$ cat config.mk
export PLATFORM = sky130hd
export DESIGN_NAME = btle_hci_cmd_parser
export DESIGN_NICKNAME = d
export VERILOG_FILES = /design/src/rtl/btle_hci_cmd_parser.sv
export SDC_FILE = /design/constraint.sdc
export NUM_CORES = 1
export LEC_CHECK = 0
export ABC_CLOCK_PERIOD_IN_PS = 4100
export BUFFER_PORTS_ARGS = -buffer_cell sky130_fd_sc_hd__buf_4
export CORE_ASPECT_RATIO = 1.25
export CORE_MARGIN = 5
export CORE_UTILIZATION = 38
export CTS_BUF_LIST = sky130_fd_sc_hd__clkbuf_8
export DETAILED_ROUTE_END_ITERATION = 7
export PLACE_DENSITY = 0.53
export SYNTH_ARGS = -nofsm -noshare
export SYNTH_HDL_FRONTEND = slang
export SYNTH_SLANG_ARGS = --single-unit
$ cat constraint.sdc
create_clock -name clk -period 4.1 [get_ports clk]
set_clock_uncertainty 0.05 [all_clocks]
set_input_delay 0.41 -clock clk [delete_from_list [all_inputs] [get_ports clk]]
set_output_delay 0.41 -clock clk [all_outputs]
set_load 0.02 [all_outputs]
$ cat src/rtl/btle_hci_cmd_parser.sv
// Host command deframer for btle_ll: checks SYNC/OPC/LEN/PAYLOAD/CHK frames, buffers the
// payload and commits it as config writes, TX PDU writes or a TX start, then returns ACK/NAK.
module btle_hci_cmd_parser #(
  parameter int MAX_LEN        = 64,
  parameter int TIMEOUT_CYCLES = 16000
) (
  input  logic       clk,
  input  logic       rst,
  input  logic [7:0] rx_frame,
  input  logic       rx_done,
  input  logic       frame_error,
  output logic       tx_frame_en,
  output logic [7:0] tx_data_frame,
  input  logic       tx_done,
  output logic       cfg_we,
  output logic [7:0] cfg_addr,
  output logic [7:0] cfg_wdata,
  output logic       pdu_we,
  output logic [5:0] pdu_addr,
  output logic [7:0] pdu_wdata,
  output logic       tx_start_req,
  output logic       busy
);

  // state      | meaning
  // ST_IDLE    | hunting for SYNC (0xA5)
  // ST_OPC     | waiting for opcode byte
  // ST_LEN     | waiting for length byte
  // ST_PAYLOAD | collecting LEN payload bytes
  // ST_CHK     | waiting for checksum byte, decides ACK/NAK
  // ST_COMMIT  | issuing remaining writes, one per clk
  // ST_RESP    | tx_frame_en asserted for this one cycle
  // ST_WAIT_TX | holding the response byte until tx_done

  localparam int CW = $clog2(MAX_LEN);
  localparam int TW = $clog2(TIMEOUT_CYCLES);

  localparam logic [7:0] SYNC_BYTE     = 8'hA5;
  localparam logic [7:0] OPC_WRITE_REG = 8'h01;
  localparam logic [7:0] OPC_WRITE_PDU = 8'h02;
  localparam logic [7:0] OPC_START     = 8'h03;
  localparam logic [7:0] RESP_ACK      = 8'h06;
  localparam logic [7:0] RESP_NAK      = 8'h15;
  localparam logic [7:0] MAX_LEN_B     = 8'(MAX_LEN);
  localparam logic [TW-1:0] TMO_LAST   = TW'(TIMEOUT_CYCLES - 1);

  typedef enum logic [2:0] {
    ST_IDLE,
    ST_OPC,
    ST_LEN,
    ST_PAYLOAD,
    ST_CHK,
    ST_COMMIT,
    ST_RESP,
    ST_WAIT_TX
  } state_t;

  state_t          state;
  logic [7:0]      opc;
  logic [7:0]      len;
  logic [7:0]      rem;
  logic [7:0]      chk;
  logic [CW-1:0]   count;
  logic            err;
  logic [TW-1:0]   tmo_cnt;
  logic [7:0]      pay_buf [MAX_LEN];

  logic            in_frame;
  logic            is_reg;
  logic            is_pdu;
  logic            is_start;
  logic            len_fits;
  logic            len_ok;
  logic            chk_ok;
  logic            wr_more;
  logic            tmo_hit;
  logic [CW-1:0]   first_idx;
  logic [CW-1:0]   wr_idx;
  logic [7:0]      reg_addr;

  always_comb begin
    in_frame  = (state == ST_OPC) || (state == ST_LEN) ||
                (state == ST_PAYLOAD) || (state == ST_CHK);
    is_reg    = (opc == OPC_WRITE_REG);
    is_pdu    = (opc == OPC_WRITE_PDU);
    is_start  = (opc == OPC_START);
    len_fits  = (len < MAX_LEN_B);
    len_ok    = (is_reg   && (len >= 8'd2) && len_fits) ||
                (is_pdu   && (len >= 8'd1) && len_fits) ||
                (is_start && (len == 8'd0));
    chk_ok    = (rx_frame == chk) && len_ok && !err && !frame_error;
    // WRITE_REG spends P[0] on the base address, so its data starts at index 1
    first_idx = is_reg ? CW'(1) : CW'(0);
    wr_idx    = (state == ST_CHK) ? first_idx : count;
    wr_more   = (8'(count) < len);
    reg_addr  = pay_buf[0] + 8'(wr_idx) - 8'd1;
    tmo_hit   = in_frame && !rx_done && (tmo_cnt == TMO_LAST);
  end

  assign busy = (state != ST_IDLE);

  // Payload storage has no reset; it is only read after being filled by the current frame.
  always_ff @(posedge clk) begin
    if ((state == ST_PAYLOAD) && rx_done && len_fits)
      pay_buf[count] <= rx_frame;
  end

  always_ff @(posedge clk or posedge rst) begin
    if (rst) begin
      state         <= ST_IDLE;
      opc           <= 8'd0;
      len           <= 8'd0;
      rem           <= 8'd0;
      chk           <= 8'd0;
      count         <= '0;
      err           <= 1'b0;
      tmo_cnt       <= '0;
      tx_frame_en   <= 1'b0;
      tx_data_frame <= 8'd0;
      cfg_we        <= 1'b0;
      cfg_addr      <= 8'd0;
      cfg_wdata     <= 8'd0;
      pdu_we        <= 1'b0;
      pdu_addr      <= 6'd0;
      pdu_wdata     <= 8'd0;
      tx_start_req  <= 1'b0;
    end else begin
      cfg_we       <= 1'b0;
      pdu_we       <= 1'b0;
      tx_frame_en  <= 1'b0;
      tx_start_req <= 1'b0;

      if (in_frame && !rx_done)
        tmo_cnt <= tmo_cnt + 1'b1;
      else
        tmo_cnt <= '0;

      case (state)
        ST_IDLE: begin
          if (rx_done && !frame_error && (rx_frame == SYNC_BYTE)) begin
            state <= ST_OPC;
            count <= '0;
            chk   <= 8'd0;
            err   <= 1'b0;
          end
        end
        ST_OPC: begin
          if (rx_done) begin
            opc   <= rx_frame;
            chk   <= rx_frame;
            err   <= err | frame_error;
            state <= ST_LEN;
          end
        end
        ST_LEN: begin
          if (rx_done) begin
            len   <= rx_frame;
            rem   <= rx_frame;
            chk   <= chk ^ rx_frame;
            err   <= err | frame_error;
            state <= (rx_frame == 8'd0) ? ST_CHK : ST_PAYLOAD;
          end
        end
        ST_PAYLOAD: begin
          // 0xA5 here is ordinary data; only the byte count ends the payload
          if (rx_done) begin
            chk   <= chk ^ rx_frame;
            count <= count + 1'b1;
            rem   <= rem - 8'd1;
            err   <= err | frame_error;
            if (rem == 8'd1)
              state <= ST_CHK;
          end
        end
        ST_CHK: begin
          if (rx_done) begin
            if (chk_ok) begin
              state <= ST_COMMIT;
              if (is_start) begin
                tx_start_req <= 1'b1;
              end else begin
                count <= wr_idx + 1'b1;
                if (is_pdu) begin
                  pdu_we    <= 1'b1;
                  pdu_addr  <= 6'(wr_idx);
                  pdu_wdata <= pay_buf[wr_idx];
                end else begin
                  cfg_we    <= 1'b1;
                  cfg_addr  <= reg_addr;
                  cfg_wdata <= pay_buf[wr_idx];
                end
              end
            end else begin
              tx_frame_en   <= 1'b1;
              tx_data_frame <= RESP_NAK;
              state         <= ST_RESP;
            end
          end
        end
        ST_COMMIT: begin
          if (!is_start && wr_more) begin
            count <= count + 1'b1;
            if (is_pdu) begin
              pdu_we    <= 1'b1;
              pdu_addr  <= 6'(wr_idx);
              pdu_wdata <= pay_buf[wr_idx];
            end else begin
              cfg_we    <= 1'b1;
              cfg_addr  <= reg_addr;
              cfg_wdata <= pay_buf[wr_idx];
            end
          end else begin
            tx_frame_en   <= 1'b1;
            tx_data_frame <= RESP_ACK;
            state         <= ST_RESP;
          end
        end
        ST_RESP: begin
          state <= ST_WAIT_TX;
        end
        ST_WAIT_TX: begin
          if (tx_done)
            state <= ST_IDLE;
        end
        default: state <= ST_IDLE;
      endcase

      // a stalled host abandons the frame without any response
      if (tmo_hit) begin
        state <= ST_IDLE;
        err   <= 1'b0;
      end
    end
  end

endmodule
==> key figures, run 1 <==
Outcome
  • Status: finished, final reports clean

Setup path
  • CP Data Required Time: 4.35 ns
  • CP Class: register to register
  • Reg-to-Reg Start: len[6]$_DFFE_PP0P_
  • Critical Path Sink Type: register
  • Worst reg2reg path depth: 5
  • Worst setup SP type: register
  • CP Max Fanout: 8
  • CP startpoint: len[6]$_DFFE_PP0P_
  • CP arrival: 3.70 ns
  • CP Capture Point: pay_buf[12][0]$_DFFE_PP_
  • R2R setup slack: 0.65 ns
  • Reg2reg end: pay_buf[12][0]$_DFFE_PP_

Global route
  • First-pass GRT wire length: 104 mm
  • GR Util All Layers: 0.190
  • Initial antenna violation count: 2
  • Remaining global-route overflow: 0
  • Pin count of the biggest net entering global routing: 107
  • Number of global-route vias before repair: 15600

Synthesis
  • YS warnings: 0
  • Async SR Flop Fraction: 0.154
  • Average instance area after synthesis: 14.9 sq um
  • Cells after Synth: 1709
  • Cell variety after synth: 76
  • Register bit count reported by yosys: 605
  • Seq/Total Area, Yosys: 0.695
  • Ys flop type: edfxtp_1
  • Mapped Area: 25500 sq um
  • Post-synth EDFFs: 512

Hold path
  • Worst Hold Class: input port to register

Clocking
  • CTS max path bufs: 3
  • Clk sinks: 605
  • CTS buffer count: 100
  • CTS tree: built
  • Worst-Skew Late Latency: 0.69 ns
  • Clk slew on worst S/H paths: 0.06 ns
  • CTS HTree Levels: 3
  • Root Driver: clkbuf_8

Floorplan
  • Top-level port count: 56
  • DIE AREA: 72400 sq um
  • Std cell rows: 106
  • Die Height: 300 um
  • Core Box Area: 66700 sq um
  • Starting Density: 0.382
  • Die Wd: 242 um

Timing
  • Final period utilization: 0.841
  • Final setup violating endpoints: 0
  • Final hold vios: 0
  • F_max: 0.290 GHz
  • Total negative slack: 0 ns
  • Slew @ Worst Pin: 1.13 ns
  • Rel. slew slack: 0.248
  • Final min period: 3.45 ns
  • RSZ-0062 raised after global routing: no
  • Final Max Slew Viols: 0

Place
  • Input/output buffers: 51
  • Dpl cells: 2608
  • Routability congestion estimate: 0.906
  • Dpl hpwl: 45.0 mm
  • Dpl cell area: 27100 sq um

Cells and area
  • Commonest cells after routing, fill and taps aside: edfxtp_1, nor2_1, buf_4
  • Layout Utilization: 0.436
  • Final Cell Area: 29100 sq um
  • Area delta synth->final: 14.0%
  • Most common cell after layout, fill and taps aside: edfxtp_1
  • Layout cells sized above 1: 0.204
  • Nets: 1884
  • Non-Filler Instances: 2798

Drt
  • Mean routed wirelength per cell: 25.1 um
  • DRC viols: 0
  • Iteration-0 DRC Markers: 1308
  • Vias: 15400
  • DRT Wirelength: 70.1 mm
  • DR pass1 iterations: 7
  • Post-DRT Antenna Nets: 0
  • Vias/cell: 5.52

Power and ir drop
  • Maximum vdd drop: 0.313 mV
  • Power density over the cells: 617 nW/um^2
  • Static Leakage: 10.1 nW

Job
  • Max Cap Viol: 0
-- worst max-delay path, stage by stage (launching register included) --
cell	delay [ns]
dfrtp_1	0.39
nor2_1	0.27
inv_1	0.12
nor4_1	0.69
nand2_1	0.69
nor2_1	0.85
-- through the flow --
step | power, mW | hold WS (ns) | setup WS, ns
final | 17.9 | 0.0912 | 0.650
after global routing | 18.8 | 0.0611 | 0.460
after CTS | 18.1 | 0.0196 | 0.661
after detailed placement | 13.1 | 0.404 | 0.668
after global placement | 13.0 | 0.406 | 0.720
after floorplan | 11.0 | 0.405 | 0.495
-- worst min path at each step --
stage | start | endpoint | slack [ns] | depth (start not counted)
final | rx_frame[0] | pay_buf[21][0]$_DFFE_PP_ | 0.09 | 1
after floorplan | tmo_cnt[0]$_DFF_PP0_ | tmo_cnt[0]$_DFF_PP0_ | 0.41 | 1
after global placement | tx_data_frame[2]$_DFFE_PP0P_ | tx_data_frame[2]$_DFFE_PP0P_ | 0.41 | 1
after global routing | rx_frame[0] | pay_buf[21][0]$_DFFE_PP_ | 0.06 | 1
after CTS | rx_frame[0] | pay_buf[21][0]$_DFFE_PP_ | 0.02 | 1
after detailed placement | tx_data_frame[2]$_DFFE_PP0P_ | tx_data_frame[2]$_DFFE_PP0P_ | 0.40 | 1
-- cell type report --
type	count	area [sq um]
Sequential cell	605	17700
Fill cell	6002	37600
Tap cell	864	1080
Clock buffer	108	1490
Multi-Input combinational cell	942	7060
Inverter	61	233
Antenna cell	2	5.00
Timing Repair Buffer	139	1090
Clock inverter	77	398
-- synth_stat cells (8+ instances only) --
library cell / instances / share of area
a211oi_1: 11 / 0.0032
o211ai_1: 9 / 0.0027
a21oi_1: 44 / 0.0086
clkbuf_1: 43 / 0.0063
dfrtp_1: 93 / 0.091
a21o_1: 8 / 0.0024
mux2_1: 10 / 0.0044
buf_1: 12 / 0.0018
nand3_1: 26 / 0.0051
o31ai_1: 8 / 0.0024
xor2_1: 12 / 0.0041
mux2_2: 75 / 0.033
buf_2: 31 / 0.0061
nor2b_1: 9 / 0.0022
buf_4: 14 / 0.0041
nor3_1: 31 / 0.0061
nand2_1: 55 / 0.0081
mux2i_1: 59 / 0.023
o221ai_1: 31 / 0.011
a22oi_1: 11 / 0.0032
a32oi_1: 8 / 0.0027
nor4_1: 10 / 0.0025
mux4_2: 43 / 0.038
o21ai_0: 91 / 0.018
o22ai_1: 46 / 0.011
nor2_1: 164 / 0.024
o21ai_1: 10 / 0.0020
edfxtp_1: 512 / 0.60
inv_1: 59 / 0.0087
ha_1: 21 / 0.010
nand2b_1: 19 / 0.0047
xnor2_1: 11 / 0.0038
-- power by group --
group | switching [mW] | internal, mW | leakage, nW
Sequential | 0.307 | 7.05 | 5.77
Clock | 2.42 | 2.56 | 1.08
Combinational | 3.48 | 2.11 | 3.24
Total | 6.21 | 11.7 | 10.1
-- flip-flops by register name (all words and copies together) (netlist names), 3 cells and up --
register,flops
opc,8
count,6
pay_buf,512
rem,8
tmo_cnt,14
chk,8
tx_data_frame,3
state,3
pdu_addr,6
cfg_addr,8
pdu_wdata,8
len,8
cfg_wdata,8
-- repair_timing --
action,in CTS,in global routing
hold buffers,3,0
resized for setup,0,0
buffers inserted,0,0
hold endpoints to repair,66,0
-- logic make-up (layout without fill, tap and decap cells) --
| logic type | Yosys count | count (layout) | share of synthesized area |
|---|---|---|---|
| flip-flops | 605 | 605 | 0.695 |
| buffers and inverters | 165 | 385 | 0.0289 |
| adder cells (fa/ha/maj) | 22 | 22 | 0.0111 |
| XOR/XNOR | 23 | 23 | 0.00790 |
| other | 1 | 6 | 0.000147 |
| AO/OA/AOI/OAI | 342 | 342 | 0.0900 |
| multiplexers | 187 | 187 | 0.0987 |
| AND/OR/NAND/NOR | 364 | 364 | 0.0686 |
-- layer usage --
metal  global-route usage  vias up  wire length, um
li1                     -     6911                -
met1                0.250     7850            29300
met2                0.317      538            34300
met3               0.0314      138             4050
met4               0.0737        0             2430
met5                    0        -                0
(Power assumes the default switching activity.)
==> run 2, diff against run 1 <==
Settings changed: ABC_CLOCK_PERIOD_IN_PS 4100 to 3200.
Clock period 4.1 ns to 3.2 ns, I/O delays scaled along.
==> run 2 against run 1 <==
Utilization increased by 0.99 points. Sequential power is 28% higher. Cell count increased by 3.0%. Routed wire length is 3.9% higher. Maximum frequency rose by 15%. Hold slack worse by 0.0045 ns. Clock power grew 18%. Non-clock buffer count grew 95. First-iteration DRC count grew 2.3%. Critical path depth rose by 5. Via count rose by 2.6%. Design area rose by 2.3%. Critical endpoint is now cfg_wdata[7]$_DFFE_PP0P_. Largest cell class unchanged.
==> key figures, run 2 (synthesis gave the netlist of run 1 again) <==
Timing
  • Final Max Slew Viols: 0 (unchanged)
  • RSZ-0062 raised after global routing: no (unchanged)
  • Final setup violating endpoints: 0 (unchanged)
  • Slew @ Worst Pin: 1.02 ns (was 1.13 ns)
  • Final min period: 3.00 ns (was 3.45 ns)
  • F_max: 0.333 GHz (was 0.290 GHz)
  • Total negative slack: 0 ns (unchanged)
  • Rel. slew slack: 0.303 (was 0.248)
  • Final period utilization: 0.937 (was 0.841)
  • Final hold vios: 0 (unchanged)

Drt
  • Iteration-0 DRC Markers: 1338 (was 1308)
  • Mean routed wirelength per cell: 25.3 um (was 25.1 um)
  • Vias: 15800 (was 15400)
  • Post-DRT Antenna Nets: 0 (unchanged)
  • DRC viols: 0 (unchanged)
  • Vias/cell: 5.49 (was 5.52)
  • DRT Wirelength: 72.8 mm (was 70.1 mm)
  • DR pass1 iterations: 6 (was 7)

Clocking
  • Root Driver: clkbuf_8 (unchanged)
  • CTS buffer count: 97 (was 100)
  • CTS HTree Levels: 3 (unchanged)
  • Clk sinks: 605 (unchanged)
  • Worst-Skew Late Latency: 0.70 ns (was 0.69 ns)
  • Setup Buffers After CTS: 0 (unchanged)
  • CTS max path bufs: 3 (unchanged)
  • Clk slew on worst S/H paths: 0.06 ns (about the same)
  • CTS tree: built (unchanged)

Setup path
  • Worst reg2reg path depth: 10 (was 5)
  • CP Max Fanout: 29 (was 8)
  • CP arrival: 3.53 ns (was 3.70 ns)
  • R2R setup slack: 0.20 ns (was 0.65 ns)
  • CP Class: register to register (unchanged)
  • Reg2reg end: cfg_wdata[7]$_DFFE_PP0P_ (was pay_buf[12][0]$_DFFE_PP_)
  • Worst setup SP type: register (unchanged)
  • CP Data Required Time: 3.73 ns (was 4.35 ns)
  • Critical Path Sink Type: register (unchanged)
  • Reg-to-Reg Start: state[0]$_DFFE_PP0P_ (was len[6]$_DFFE_PP0P_)
  • CP startpoint: state[0]$_DFFE_PP0P_ (was len[6]$_DFFE_PP0P_)

Power and ir drop
  • Internal power: 15.0 mW (was 11.7 mW)
  • Maximum vdd drop: 0.322 mV (was 0.313 mV)
  • Clk pwr share: 0.257 (was 0.278)
  • Psw: 7.91 mW (was 6.21 mW)
  • Combinational power share: 0.330 (was 0.312)
  • Power density over the cells: 770 nW/um^2 (was 617 nW/um^2)
  • Sequential Power Share: 0.413 (was 0.410)
  • Switching Fraction: 0.346 (was 0.347)
  • Static Leakage: 10.6 nW (was 10.1 nW)

Place
  • Dpl cell area: 28000 sq um (was 27100 sq um)
  • Input/output buffers: 51 (unchanged)
  • Dpl hpwl: 48.3 mm (was 45.0 mm)
  • Routability congestion estimate: 0.912 (was 0.906)

Hold path
  • Hold Path End: chk[2]$_DFFE_PP0P_ (was pay_buf[21][0]$_DFFE_PP_)
  • Hold path depth: 3 (was 1)
  • Worst Hold Class: input port to register (unchanged)
  • Beginning of the worst hold path: rx_frame[2] (was rx_frame[0])

Global route
  • Initial antenna violation count: 8 (was 2)
  • Pin count of the biggest net entering global routing: 69 (was 107)
  • GR Util All Layers: 0.197 (was 0.190)
  • First-pass GRT wire length: 107 mm (was 104 mm)
  • Number of global-route vias before repair: 16400 (was 15600)
  • Remaining global-route overflow: 0 (unchanged)

Outcome
  • Status: finished, final reports clean (unchanged)

Cells and area
  • Largest regs: pay_buf (512), tmo_cnt (14) (unchanged)
  • Most flops, register: pay_buf (unchanged)
  • Filler cells: 5976 (was 6002)
  • Area delta synth->final: 16.6% (was 14.0%)
  • Largest register FFs: 512 (unchanged)
  • Layout cells sized above 1: 0.240 (was 0.204)
  • Most common cell after layout, fill and taps aside: edfxtp_1 (unchanged)
  • Multi-input gate area: 7090 sq um (was 7060 sq um)
  • Nets: 1976 (was 1884)
  • Commonest cells after routing, fill and taps aside: edfxtp_1, buf_4, nor2_1 (was edfxtp_1, nor2_1, buf_4)
  • Final Cell Area: 29700 sq um (was 29100 sq um)
  • Register area: 17700 sq um (unchanged)

Floorplan
  • Die Height: 300 um (unchanged)
  • Die Wd: 242 um (unchanged)
  • DIE AREA: 72400 sq um (unchanged)
  • Std cell rows: 106 (unchanged)
  • Starting Density: 0.382 (unchanged)
  • Core Box Area: 66700 sq um (unchanged)
  • Top-level port count: 56 (unchanged)

Job
  • Max Cap Viol: 0 (unchanged)
[run 2: metal layers]
| layer | part of all wire | wire [um] | vias to the layer above | global-route usage |
|---|---|---|---|---|
| met5 | 0 | 0 | - | 0 |
| met2 | 0.51 | 37000 | 532 | 0.347 |
| met1 | 0.40 | 29000 | 8078 | 0.244 |
| met4 | 0.032 | 2350 | 0 | 0.0739 |
| met3 | 0.061 | 4460 | 132 | 0.0350 |
| li1 | - | - | 7093 | - |
[run 2: power by group through the flow]
| stage | clock, mW | combinational (mW) | sequential (mW) |
|---|---|---|---|
| detailed placement | 0 | 7.54 | 9.60 |
| CTS | 6.06 | 7.57 | 9.44 |
| finish | 5.89 | 7.55 | 9.45 |
| global route | 6.40 | 8.10 | 9.50 |
| floorplan | 0 | 4.50 | 9.68 |
| global placement | 0 | 7.48 | 9.57 |
[run 2: area by class of cell]
| type | instances | share of cell area |
|---|---|---|
| flip-flops and latches | 605 | 0.596 |
| multi-input cells | 942 | 0.239 |
| repair buffers | 234 | 0.0645 |
| clock buffers | 99 | 0.0458 |
| well taps | 864 | 0.0364 |
| clock inverters | 74 | 0.0108 |
| inverters | 61 | 0.00783 |
| diodes | 4 | 0.000337 |
[run 2: repair_timing]
item	4_1_cts	5_1_grt
hold buffers	4	0
hold endpoints to repair	50	0
resized for setup	0	2
endpoints found under the setup margin	0	1
[run 2: stage by stage]
stage,instances,setup slack [ns],power (mW),utilization,hold WS (ns)
6_report,2883,0.201,22.9,0.446,0.0867
5_1_grt,2880,0.0116,24.0,0.445,0.0626
4_1_cts,2879,0.149,23.1,0.445,0.0312
3_5_place_dp,2702,0.161,17.1,0.419,0.386
3_3_place_gp,2702,0.153,17.1,0.419,0.379
2_1_floorplan,1712,0.00730,14.2,-,0.369
[run 2: critical path, stage by stage (launching register included)]
cell and delay (ns):
dfrtp_1 0.40, buf_4 0.19, or3b_4 0.44, buf_12 0.18, a21o_1 0.32, o21ai_0 0.27
o221ai_1 0.17, nand2_1 0.15, nand3_1 0.21, buf_4 0.21, mux2_1 0.28
[run 2: worst max-delay path by stage]
stage                                to  slack, ns
4_1_cts        pdu_wdata[6]$_DFFE_PP0P_       0.15
6_report       cfg_wdata[7]$_DFFE_PP0P_       0.20
3_3_place_gp    cfg_addr[7]$_DFFE_PP0P_       0.15
2_1_floorplan   cfg_addr[7]$_DFFE_PP0P_      0.007
5_1_grt         cfg_addr[7]$_DFFE_PP0P_       0.01
3_5_place_dp   pdu_wdata[6]$_DFFE_PP0P_       0.16
==> run 3, diff against run 2 <==
Settings changed: CORE_ASPECT_RATIO 1.25 to 1.75, CORE_UTILIZATION 38 to 60, PLACE_DENSITY 0.53 to 0.77, REMOVE_ABC_BUFFERS from default to 1.
==> run 3 against run 2 <==
Die area shrank 35%. Hold slack lost 0.060 ns. Via count grew 0.99%. Routed wire length shrank 13%. Count of clock-buffer cells in the layout shrank 13. Global-route usage grew 7.1 points. Cell count shrank 13%. Total power shrank 3.2%. Critical endpoint is now chk[3]$_DFFE_PP0P_. Highest routed layer unchanged.
==> key figures, run 3 (synthesis gave the netlist of run 1 again) <==
Outcome
  • Status: finished, final reports clean (unchanged)

Setup path
  • CP Capture Point: chk[3]$_DFFE_PP0P_ (was cfg_wdata[7]$_DFFE_PP0P_)
  • CP Class: input port to register (was register to register)
  • Critical path's most frequent cell: buf_4 (unchanged)
  • Worst reg2reg path depth: 8 (was 10)
  • Worst setup SP type: input port (was register)
  • CP startpoint: rx_frame[1] (was state[0]$_DFFE_PP0P_)
  • Crit-path cells: dlygate4sd3_1 > buf_4 > nor4_1 > a41oi_1 > or3_1 > nor3_4 > buf_4 > a22oi_1 > o21ai_1 (was buf_4 > or3b_4 > buf_12 > a21o_1 > o21ai_0 > o221ai_1 > nand2_1 > nand3_1 > buf_4 > mux2_1)
  • Crit path max-delay cell type: dlygate4sd3_1 (was or3b_4)
  • R2R setup slack: 0.24 ns (was 0.20 ns)
  • CP Max Fanout: 18 (was 29)
  • CP arrival: 3.47 ns (was 3.53 ns)
  • Reg-to-Reg Start: state[0]$_DFFE_PP0P_ (unchanged)
  • Reg2reg end: pdu_wdata[4]$_DFFE_PP0P_ (was cfg_wdata[7]$_DFFE_PP0P_)
  • Biggest cell delay along the critical path: 0.57 ns (was 0.44 ns)
  • Critical Path Sink Type: register (unchanged)
  • CP Data Required Time: 3.70 ns (was 3.73 ns)
  • CP top delay family: simple AND/OR/NAND/NOR gates (unchanged)
  • WP buf/inv: 3 (unchanged)
  • WP depth: 9 (was 10)

Timing
  • Rel. slew slack: 0.354 (was 0.303)
  • Final hold vios: 0 (unchanged)
  • Slew @ Worst Pin: 0.945 ns (was 1.02 ns)
  • Final min period: 2.97 ns (was 3.00 ns)
  • Final period utilization: 0.929 (was 0.937)
  • F_max: 0.336 GHz (was 0.333 GHz)
  • Final Max Slew Viols: 0 (unchanged)
  • Final setup violating endpoints: 0 (unchanged)
  • RSZ-0062 raised after global routing: no (unchanged)

Power and ir drop
  • Sequential Power Share: 0.424 (was 0.413)
  • Psw: 7.51 mW (was 7.91 mW)
  • Static Leakage: 10.2 nW (was 10.6 nW)
  • Power density over the cells: 770 nW/um^2 (about the same)
  • Maximum vdd drop: 0.524 mV (was 0.322 mV)
  • Clk pwr share: 0.243 (was 0.257)
  • Internal power: 14.7 mW (was 15.0 mW)
  • Combinational power share: 0.333 (was 0.330)
  • Switching Fraction: 0.339 (was 0.346)

Global route
  • GR met1 Demand/Resource: 0.302 (was 0.244)
  • First-pass GRT wire length: 96.0 mm (was 107 mm)
  • Pin count of the biggest net entering global routing: 69 (unchanged)
  • Number of global-route vias before repair: 16500 (was 16400)
  • GR Util All Layers: 0.269 (was 0.197)
  • GRT Max-Usage Layer: met2 (unchanged)
  • Initial antenna violation count: 2 (was 8)
  • M3 GR Usage: 0.0418 (was 0.0350)
  • GR Layer Usage met2: 0.490 (was 0.347)
  • Remaining global-route overflow: 0 (unchanged)

Hold path
  • Beginning of the worst hold path: rx_frame[7] (was rx_frame[2])
  • Worst Hold Class: input port to register (unchanged)

Floorplan
  • Die Wd: 166 um (was 242 um)
  • Core Box Area: 42300 sq um (was 66700 sq um)
  • DIE AREA: 46900 sq um (was 72400 sq um)
  • Std cell rows: 100 (was 106)
  • Die Height: 283 um (was 300 um)
  • Starting Density: 0.603 (was 0.382)
  • Top-level port count: 56 (unchanged)

Cells and area
  • Layout Utilization: 0.681 (was 0.446)
  • Filler cells: 2945 (was 5976)
  • Area delta synth->final: 13.0% (was 16.6%)
  • Commonest cells after routing, fill and taps aside: edfxtp_1, buf_4, nor2_1 (unchanged)
  • Final Cell Area: 28800 sq um (was 29700 sq um)
  • Most common cell after layout, fill and taps aside: edfxtp_1 (unchanged)
  • Nets: 1921 (was 1976)
  • Largest regs: pay_buf (512), tmo_cnt (14) (unchanged)
  • Layout cells sized above 1: 0.217 (was 0.240)
  • Most flops, register: pay_buf (unchanged)
  • Largest register FFs: 512 (unchanged)

Drt
  • Mean routed wirelength per cell: 25.3 um (about the same)
  • Vias/cell: 6.37 (was 5.49)
  • DRC viols: 0 (unchanged)
  • Iteration-0 DRC Markers: 1502 (was 1338)
  • Vias: 16000 (was 15800)
  • Post-DRT Antenna Nets: 0 (unchanged)
  • DRT Wirelength: 63.5 mm (was 72.8 mm)
  • DR pass1 iterations: 7 (was 6)

Clocking
  • Clk sinks: 605 (unchanged)
  • Root Driver: clkbuf_8 (unchanged)
  • CTS max path bufs: 3 (unchanged)
  • Clk slew on worst S/H paths: 0.07 ns (was 0.06 ns)
  • CTS HTree Levels: 3 (unchanged)
  • Worst-Skew Late Latency: 0.65 ns (was 0.70 ns)
  • CTS buffer count: 82 (was 97)
  • CTS tree: built (unchanged)

Place
  • Routability congestion estimate: 0.899 (was 0.912)
  • Dpl cell area: 27200 sq um (was 28000 sq um)
  • Dpl hpwl: 42.3 mm (was 48.3 mm)
  • Input/output buffers: 51 (unchanged)

Job
  • Max Cap Viol: 0 (unchanged)
[run 3: changes by cell type in the layout (fill, tap and decap cells not counted), sizes merged]
cell,change
buf,-41
bufinv,+2
clkbuf,-13
clkinv,-10
clkinvlp,-1
diode,-3
dlygate4sd3,+1
inv,-5
[run 3: metrics by stage]
stage	hold slack (ns)	setup WS [ns]	total power, mW	TNS [ns]	std cells
floorplan	0.369	-4.22	14.1	-1535.34	1608
global placement	0.403	0.168	16.6	0	2356
detailed placement	0.404	0.144	16.8	0	2356
CTS	0.00376	0.114	22.2	0	2507
global route	0.0166	0.0136	23.1	0	2510
finish	0.0266	0.227	22.2	0	2510
[run 3: cell type report]
type,count,area (sq um),area share
antenna,1,2.50,0.0000869
clock buffer,86,1180,0.0411
clock inverter,60,297,0.0103
inverter,61,233,0.00808
multi-input combinational,942,7070,0.246
sequential,605,17700,0.615
tap,561,702,0.0244
timing repair buffer,194,1590,0.0554
[run 3: worst min-delay path by stage]
stage,endpoint,slack (ns),depth (start not counted)
after detailed placement,tx_data_frame[2]$_DFFE_PP0P_,0.40,1
after CTS,pay_buf[21][7]$_DFFE_PP_,0.004,1
after global placement,tx_data_frame[2]$_DFFE_PP0P_,0.40,1
after floorplan,pay_buf[0][0]$_DFFE_PP_,0.37,0
final,pay_buf[2][7]$_DFFE_PP_,0.03,1
after global routing,pay_buf[2][7]$_DFFE_PP_,0.02,1
[run 3: metal layers]
metal  routed length [um]  part of all wire
met2                33700              0.53
met1                21800              0.34
met3                 4330             0.068
met5                    0                 0
met4                 3750             0.059
[run 3: what timing repair did]
action | in CTS | in global routing
setup endpoints to repair | 0 | 1
hold buffers | 5 | 0
hold endpoints to repair | 62 | 0
resized for setup | 0 | 3
setup buffers | 0 | 2
[run 3: power groups by stage]
stage                     clock (mW)  sequential (mW)  combinational (mW)
final                           5.39             9.39                7.37
after detailed placement           0             9.54                7.27
after floorplan                    0             10.2                3.92
after global routing            5.84             9.44                7.83
after global placement             0             9.51                7.09
after CTS                       5.47             9.38                7.30
